==> config.mk <==
export PLATFORM = sky130hd
export DESIGN_NAME = fetch_unit
export DESIGN_NICKNAME = d
export VERILOG_FILES = /design/src/rtl/fetch_unit_pkg.sv /design/src/rtl/fetch_fifo.sv /design/src/rtl/fetch_unit.sv
export SDC_FILE = /design/constraint.sdc
export NUM_CORES = 1
export LEC_CHECK = 0
export CAP_MARGIN = 20
export CORE_MARGIN = 2
export CORE_UTILIZATION = 50
export DETAILED_ROUTE_END_ITERATION = 10
export PLACE_DENSITY = 0.73
export SLEW_MARGIN = 20
export SYNTH_ARGS = -nofsm -noshare
export SYNTH_HDL_FRONTEND = slang
export SYNTH_SLANG_ARGS = --single-unit
==> constraint.sdc <==
create_clock -name clk -period 3 [get_ports clk]
set_input_delay 0.3 -clock clk [delete_from_list [all_inputs] [get_ports clk]]
set_output_delay 0.3 -clock clk [all_outputs]
set_load 0.05 [all_outputs]
==> src/rtl/fetch_unit_pkg.sv <==
// Shared constants and helpers for the instruction-fetch front end.
// Optional feature macro used by fetch_unit: FETCH_PERF_CNT_EN.
package fetch_unit_pkg;

    localparam int unsigned FULLW = 32;
    localparam int unsigned FETCH_DEPTH = 4;
    localparam logic [FULLW-1:0] FETCH_RESET_PC = '0;
    localparam int unsigned FETCH_INCR = 4;

    function automatic logic [31:0] sat_inc32(input logic [31:0] v);
        return (v == 32'hFFFF_FFFF) ? v : v + 32'd1;
    endfunction

endpackage

==> src/rtl/fetch_fifo.sv <==
// Prefetch queue holding {pc, instr} pairs; flush wins over push.
module fetch_fifo
    import fetch_unit_pkg::*;
#(
    parameter int unsigned WIDTH = FULLW,
    parameter int unsigned DEPTH = FETCH_DEPTH,
    localparam int unsigned PW = $clog2(DEPTH),
    localparam int unsigned CW = $clog2(DEPTH + 1)
) (
    input  logic             clk,
    input  logic             nreset,
    input  logic             flush_i,
    input  logic             push_i,
    input  logic [WIDTH-1:0] push_pc_i,
    input  logic [WIDTH-1:0] push_instr_i,
    input  logic             pop_i,
    output logic [CW-1:0]    count_o,
    output logic [WIDTH-1:0] head_pc_o,
    output logic [WIDTH-1:0] head_instr_o
);

    logic [2*WIDTH-1:0] mem_q [DEPTH];
    logic [PW-1:0]      wr_ptr_q, wr_ptr_d;
    logic [PW-1:0]      rd_ptr_q, rd_ptr_d;
    logic [CW-1:0]      count_q, count_d;
    logic               do_pop;
    logic               do_push;

    assign do_pop  = pop_i && (count_q != '0);
    assign do_push = push_i && !flush_i;

    always_comb begin
        wr_ptr_d = wr_ptr_q;
        rd_ptr_d = rd_ptr_q;
        count_d  = count_q;
        if (flush_i) begin
            wr_ptr_d = '0;
            rd_ptr_d = '0;
            count_d  = '0;
        end else begin
            if (do_push) wr_ptr_d = wr_ptr_q + PW'(1);
            if (do_pop)  rd_ptr_d = rd_ptr_q + PW'(1);
            count_d = count_q + CW'(do_push) - CW'(do_pop);
        end
    end

    always_ff @(posedge clk or negedge nreset) begin
        if (!nreset) begin
            wr_ptr_q <= '0;
            rd_ptr_q <= '0;
            count_q  <= '0;
        end else begin
            wr_ptr_q <= wr_ptr_d;
            rd_ptr_q <= rd_ptr_d;
            count_q  <= count_d;
        end
    end

    always_ff @(posedge clk) begin
        if (do_push) mem_q[wr_ptr_q] <= {push_pc_i, push_instr_i};
    end

    // Gate head with occupancy so an empty queue presents zeros.
    always_comb begin
        head_pc_o    = '0;
        head_instr_o = '0;
        if (count_q != '0) begin
            {head_pc_o, head_instr_o} = mem_q[rd_ptr_q];
        end
    end

    assign count_o = count_q;

    a_no_overflow: assert property (@(posedge clk) disable iff (!nreset)
        !(do_push && !do_pop && (count_q == CW'(DEPTH))))
        else $error("fetch_fifo push into full queue");

endmodule

==> src/rtl/fetch_unit.sv <==
// Instruction-fetch front end: fetch PC, one-deep RAM inflight tracking, prefetch queue.
// Optional FETCH_PERF_CNT_EN adds saturating push/redirect counters.
module fetch_unit
    import fetch_unit_pkg::*;
#(
    parameter int unsigned      WIDTH    = FULLW,
    parameter int unsigned      DEPTH    = FETCH_DEPTH,
    parameter logic [WIDTH-1:0] RESET_PC = WIDTH'(FETCH_RESET_PC),
    parameter int unsigned      INCR     = FETCH_INCR
) (
    input  logic             clk,
    input  logic             nreset,
    output logic [WIDTH-1:0] imem_addr,
    output logic             imem_req,
    input  logic [WIDTH-1:0] imem_data,
    input  logic             redirect_valid,
    input  logic [WIDTH-1:0] redirect_addr,
    output logic             out_valid,
    input  logic             out_ready,
    output logic [WIDTH-1:0] out_instr,
    output logic [WIDTH-1:0] out_pc
`ifdef FETCH_PERF_CNT_EN
    ,
    output logic [31:0]      perf_fetch_cnt,
    output logic [31:0]      perf_flush_cnt
`endif
);

    localparam int unsigned CW = $clog2(DEPTH + 1);
    localparam logic [CW:0] DepthW = (CW + 1)'(DEPTH);

    logic [WIDTH-1:0] fetch_pc_q, fetch_pc_d;
    logic [WIDTH-1:0] inflight_pc_q, inflight_pc_d;
    logic             inflight_q, inflight_d;
    logic [CW-1:0]    count;
    logic [CW:0]      credit_used;
    logic             push;
    logic             pop;

    // Credit counts the word still in the RAM pipe; a same-cycle pop is not credited.
    assign credit_used = {1'b0, count} + {{CW{1'b0}}, inflight_q};
    assign imem_req    = nreset && !redirect_valid && (credit_used < DepthW);
    assign imem_addr   = fetch_pc_q;
    assign push        = inflight_q && !redirect_valid;
    assign out_valid   = (count != '0);
    assign pop         = out_valid && out_ready;

    always_comb begin
        fetch_pc_d    = fetch_pc_q;
        inflight_pc_d = inflight_pc_q;
        inflight_d    = inflight_q;
        if (redirect_valid) begin
            fetch_pc_d = redirect_addr;
            inflight_d = 1'b0;
        end else if (imem_req) begin
            fetch_pc_d    = fetch_pc_q + WIDTH'(INCR);
            inflight_pc_d = fetch_pc_q;
            inflight_d    = 1'b1;
        end else begin
            inflight_d = 1'b0;
        end
    end

    always_ff @(posedge clk or negedge nreset) begin
        if (!nreset) begin
            fetch_pc_q    <= RESET_PC;
            inflight_pc_q <= '0;
            inflight_q    <= 1'b0;
        end else begin
            fetch_pc_q    <= fetch_pc_d;
            inflight_pc_q <= inflight_pc_d;
            inflight_q    <= inflight_d;
        end
    end

    fetch_fifo #(
        .WIDTH (WIDTH),
        .DEPTH (DEPTH)
    ) u_fifo (
        .clk          (clk),
        .nreset       (nreset),
        .flush_i      (redirect_valid),
        .push_i       (push),
        .push_pc_i    (inflight_pc_q),
        .push_instr_i (imem_data),
        .pop_i        (pop),
        .count_o      (count),
        .head_pc_o    (out_pc),
        .head_instr_o (out_instr)
    );

`ifdef FETCH_PERF_CNT_EN
    logic [31:0] fetch_cnt_q, flush_cnt_q;

    always_ff @(posedge clk or negedge nreset) begin
        if (!nreset) begin
            fetch_cnt_q <= '0;
            flush_cnt_q <= '0;
        end else begin
            if (push)           fetch_cnt_q <= sat_inc32(fetch_cnt_q);
            if (redirect_valid) flush_cnt_q <= sat_inc32(flush_cnt_q);
        end
    end

    assign perf_fetch_cnt = fetch_cnt_q;
    assign perf_flush_cnt = flush_cnt_q;
`else
    // Counters are not built in this configuration.
`endif

endmodule

### After elaboration in Yosys (flattened, before gate mapping)

Memories as Yosys holds them, arrays and structs flattened.
Cells that the tools add are included.

* input bits: 68
* RAM bits: 256
* register bits after elaboration: 72
* logic and storage cells: 40
* output and inout bits: 98
* memories: 1

* $add $sub $neg: 6
* magnitude comparators: 1
* reduce and logical (&&, ||, !) cells: 12
* multiplexer cells: 13
* bitwise gates (word level): 1

Memory list
* u_fifo.mem_q: depth 4, bits a word 64, rd ports 1, clocked after Yosys merged registers in 0, write ports 1, RTL line fetch_fifo.sv:22 `logic [2*WIDTH-1:0] mem_q [DEPTH];`

Operators by type and width (count)
* 32-bit two-way mux: 4
* 32-bit by 3-bit adder with 32-bit output, second input constant: 1
* 2-bit two-way mux: 4
* 1-bit logical AND: 6
* 2-bit nonzero test: 3
* 2-bit by 1-bit adder with 2-bit output, second input constant: 2
* 3-bit by 1-bit adder with 4-bit output: 1
* 4-bit by 3-bit < comparator with 1-bit output, second input constant: 1
* 1-bit two-way mux: 4
* 3-bit by 1-bit adder with 3-bit output: 1
* 3-bit two-way mux: 1
* 3-bit nonzero test: 1
* 3-bit by 1-bit subtractor with 3-bit output: 1
* 2-bit AND reduction: 1
* 1-bit zero test: 1
* 1-bit NOT: 1

### Longest topological paths before layout

* depth in word-level cells: 6
* depth in mapped cells: 9
* depth with buffers taken out: 9

### Hierarchy

From an unflattened synthesis, not the netlist that was laid out.

* cells, all modules: 803
* area, all modules: 13256.5 um^2

Modules (own cells, without submodules)
* fetch_fifo: cells an instance 448, instances 1, sequential area each 7862.5 um^2, area an instance 10152.2 um^2
* fetch_unit: cells an instance 355, instances 1, sequential area each 1626.6 um^2, area an instance 3104.2 um^2

### Worst setup path after synthesis

Ideal clock, no wire load.

* path kind: in2reg
* start point: in redirect_valid
* end point: mem u_fifo.mem_q[0][0] (netlist bit) (enable)
* slack: 346 ps
* data required time: 2571 ps
* data arrival time: 2225 ps
* library setup time: 429 ps
* buffers on the path: 1
* stages: 3
* cell sequence: clkbuf_1 nor2b_1 and2_1

* cells in the longest elaborated chain, start to end: 5

RTL lines
* start, declared: RTL line fetch_unit.sv:16 `input logic redirect_valid,`
* 1-bit zero test (*): RTL line fetch_fifo.sv:30, fetch_unit.sv:44
* 1-bit logical AND: RTL line fetch_unit.sv:44 `assign push = inflight_q && !redirect_valid;`
* 1-bit logical AND (*): RTL line fetch_fifo.sv:30 `assign do_push = push_i && !flush_i;`
* 1-bit two-way mux (*): RTL line fetch_fifo.sv:60 `if (do_push) mem_q[wr_ptr_q] <= {push_pc_i, push_instr_i};`
* 1-bit two-way mux (implied by the code) (*): RTL line fetch_fifo.sv:60
* end, declared: RTL line fetch_fifo.sv:22

Every way passes the cells marked *; elsewhere a longest branch is shown, timed or not.

### Worst setup path after layout

* start point: reg u_fifo.count_q[1], in the netlist u_fifo.count_o[1]
* end point: out out_valid

* cells in the longest elaborated chain, start to end: 1

RTL lines
* start, declared: RTL line fetch_fifo.sv:25 `logic [CW-1:0] count_q, count_d;`
* start signal, assigned: RTL line fetch_fifo.sv:55 `count_q <= count_d;`
* 3-bit nonzero test: RTL line fetch_unit.sv:45 `assign out_valid = (count != '0);`
* end, declared: RTL line fetch_unit.sv:18 `output logic out_valid,`

No other way between the ends.

==> metrics.txt <==
post-layout net count=989; die height=166 µm; vias in the first global route=7325; largest net degree at the start of global routing=71; kind of critical path=reg2out; most common cell after layout, fill and taps aside=edfxtp_1; max-slew violations=0; # DRC=0; # port buffers=165; Synth Area per Inst=18.0 µm²; clock tree buffer depth=3; commonest non-fill, non-tap cells in the layout=edfxtp_1 (256), clkdlybuf4s50_1 (98), dfrtp_1 (70), and2_1 (65), mux4_2 (64); Routed Antenna Nets=0; unrepaired setup endpoints after global routing=false; Worst path top cell family by delay=buffers and inverters; post-route insts no fill=1273; net switching power=0.00543 W; grt total ovfl=0; Worst path max stage delay=0.79 ns; Clk pwr share=25.8%; fin crit share=94.6%; Fillers=1930; Post-Syn Nets=807; num rows=59; Leak Pwr=5.66 nW; clk sinks=328; detailed-route via count=7020; first-pass GRT wire length=41600 µm; CTS tree=built; Power, Total=0.0151 W; pre-CTS setup slack=0.496 ns; CORE AREA=26000 µm²; cell-by-cell trace of the critical path=or3_2 > buf_4 > clkdlybuf4s50_1; WL met3=1460 µm; clock skew=0.0132 ns; PwrDens=931 nW/µm²; wire length on met2=12500 µm; Peak VDD IR=0.559 mV; GRT Overall Usage=19.2%; Net Sw Frac=35.9%; Cells after Synth=730; routability cong.=0.783; antenna violations before repair=1; Fin. Hold Viols=0; CTS root buf=clkbuf_16; Sequential Power Share=38.7%; Placed Cells incl. Taps=1208; Fmax=0.352 GHz; ys async rst share=22.0%; io pins=166; die area=27700 µm²; Final min period=2.84 ns; clk_lat worst skew=0.50 ns; max_cap viols=0; Worst Setup Start Kind=register; register area=9500 µm²; most used flip-flop cell after synthesis=edfxtp_1; clock slew at reported path FFs=0.06 ns; CP max-delay cell=clkdlybuf4s50_1; sequential cell area fraction in the yosys report=72.0%; deepest level of the CTS H-tree=2; WP buf/inv=2; final count of negative-setup-slack endpoints=0; YS warnings=0; synthesized area=13200 µm²; area occupied by multi-input gates=3520 µm²; Post-Route M1 WL=11900 µm; EDFF count, synth=256; hpwl dp=16300 µm; DR top layer=met4; routed length per instance=20.6 µm; Min Hold Slack=0.252 ns; transition time at the pin with the least slew margin=0.854 ns; post-synthesis register bit count=328; Comb pwr share=35.5%; Pint=0.00971 W; Worst EP required=2.70 ns; CTS buffer count=34; layout cells sized above 1=24.0%; setup ws final=0.162 ns; setup TNS=0 ns; CP Max Fanout=65; Layout area overhead=23.4%; drt pass-1 iters=5; Worst EP arrival=2.54 ns; die extent in x=166 µm; DR iter-0 viols=482; DRT Wirelength=26200 µm; status=completed; Setup crit end kind=primary output; slew margin rel.=43.0%; hold crit path type=in2async; Vias/cell=5.51; Distinct cells, synth=40; Initial Utilization=50.7%
-- routing by layer --
layer,track usage (%),up-vias
met2,31.3,213
met4,4.16,0
met3,3.65,24
met5,0,-
met1,27.6,3582
li1,-,3201
-- sequential cells by signal (all words and copies together), names as in the netlist --
| register | cells |
|---|---|
| inflight_pc_q | 32 |
| imem_addr | 32 |
| u_fifo.wr_ptr_q | 2 |
| inflight_q | 1 |
| u_fifo.mem_q | 256 |
| u_fifo.count_o | 3 |
| u_fifo.rd_ptr_q | 2 |
-- power groups by stage --
stage | clock [W] | combinational (W) | sequential [W]
4_1_cts | 0.00399 | 0.00542 | 0.00591
3_5_place_dp | 0 | 0.00540 | 0.00603
3_3_place_gp | 0 | 0.00537 | 0.00599
5_1_grt | 0.00417 | 0.00567 | 0.00593
6_report | 0.00390 | 0.00537 | 0.00586
2_1_floorplan | 0 | 0.00373 | 0.00593
-- stage by stage --
stage / instance area (µm²) / util [%]
finish: 16300 / 62.6
global placement: 15200 / 58.4
floorplan: 13200 / -
CTS: 16200 / 62.5
detailed placement: 15200 / 58.4
global route: 16300 / 62.6
-- cell families after synthesis --
family          count (synthesis)  share of synthesized area, %
flops                         328                          72.0
simple gates                  181                          7.81
mux                           103                          14.2
buf+inv                        47                          1.44
compound gates                 34                          1.71
xor+xnor                       28                          1.86
fa+ha+maj                       9                         0.912
-- worst reg2reg max path: stages (launching register included) --
cell and delay, ns:
dfrtp_1 0.43, ha_1 0.23, o211ai_1 0.31, a22oi_4 0.09, or4_1 0.68, o31a_1 0.33, o31a_1 0.27
-- Yosys cell counts (all sizes together), types with 7 or more instances --
| library cell | instances | area share (%) |
|---|---|---|
| o21ai | 23 | 0.87 |
| xor2 | 12 | 0.80 |
| nand2 | 34 | 0.97 |
| inv | 8 | 0.23 |
| edfxtp | 256 | 58 |
| mux4 | 64 | 11 |
| mux2 | 36 | 3.1 |
| and4 | 9 | 0.60 |
| nand4 | 12 | 0.57 |
| xnor2 | 16 | 1.1 |
| clkbuf | 25 | 0.71 |
| buf | 14 | 0.50 |
| nor4 | 7 | 0.33 |
| and2 | 69 | 3.3 |
| nor3 | 10 | 0.38 |
| dfrtp | 72 | 14 |
| ha | 8 | 0.76 |
| nand3 | 13 | 0.53 |
| nor2 | 11 | 0.31 |
-- final timing paths --
check,from,to,slack [ns],cells after the start
setup / recovery,u_fifo.count_o[1],out_valid,0.16,3
hold / removal,nreset,u_fifo.count_o[1],0.25,2
setup reg to reg,u_fifo.count_o[1],imem_addr[31],0.56,6
hold reg to reg,inflight_pc_q[20],u_fifo.mem_q[1][52],0.51,0
max in group asynchronous,nreset,inflight_pc_q[5],1.69,3
min in group clk,redirect_addr[17],imem_addr[17],0.35,3
-- layout make-up --
cell class	instances	area share, %
Multi-Input combinational cell	355	21.6
Timing Repair Buffer	185	10.8
Inverter	8	0.185
Clock buffer	53	6.19
Antenna cell	1	0.0154
Clock inverter	8	0.208
Tap cell	335	2.58
Sequential cell	328	58.4
-- repair_timing --
item / in CTS / in global routing
buffers inserted: 1 / 1
hold buffers: 1 / 0
endpoints found under the hold margin: 7 / 0
setup endpoints to repair: 14 / 14
resized for setup: 14 / 1
(Power assumes the default switching activity.)
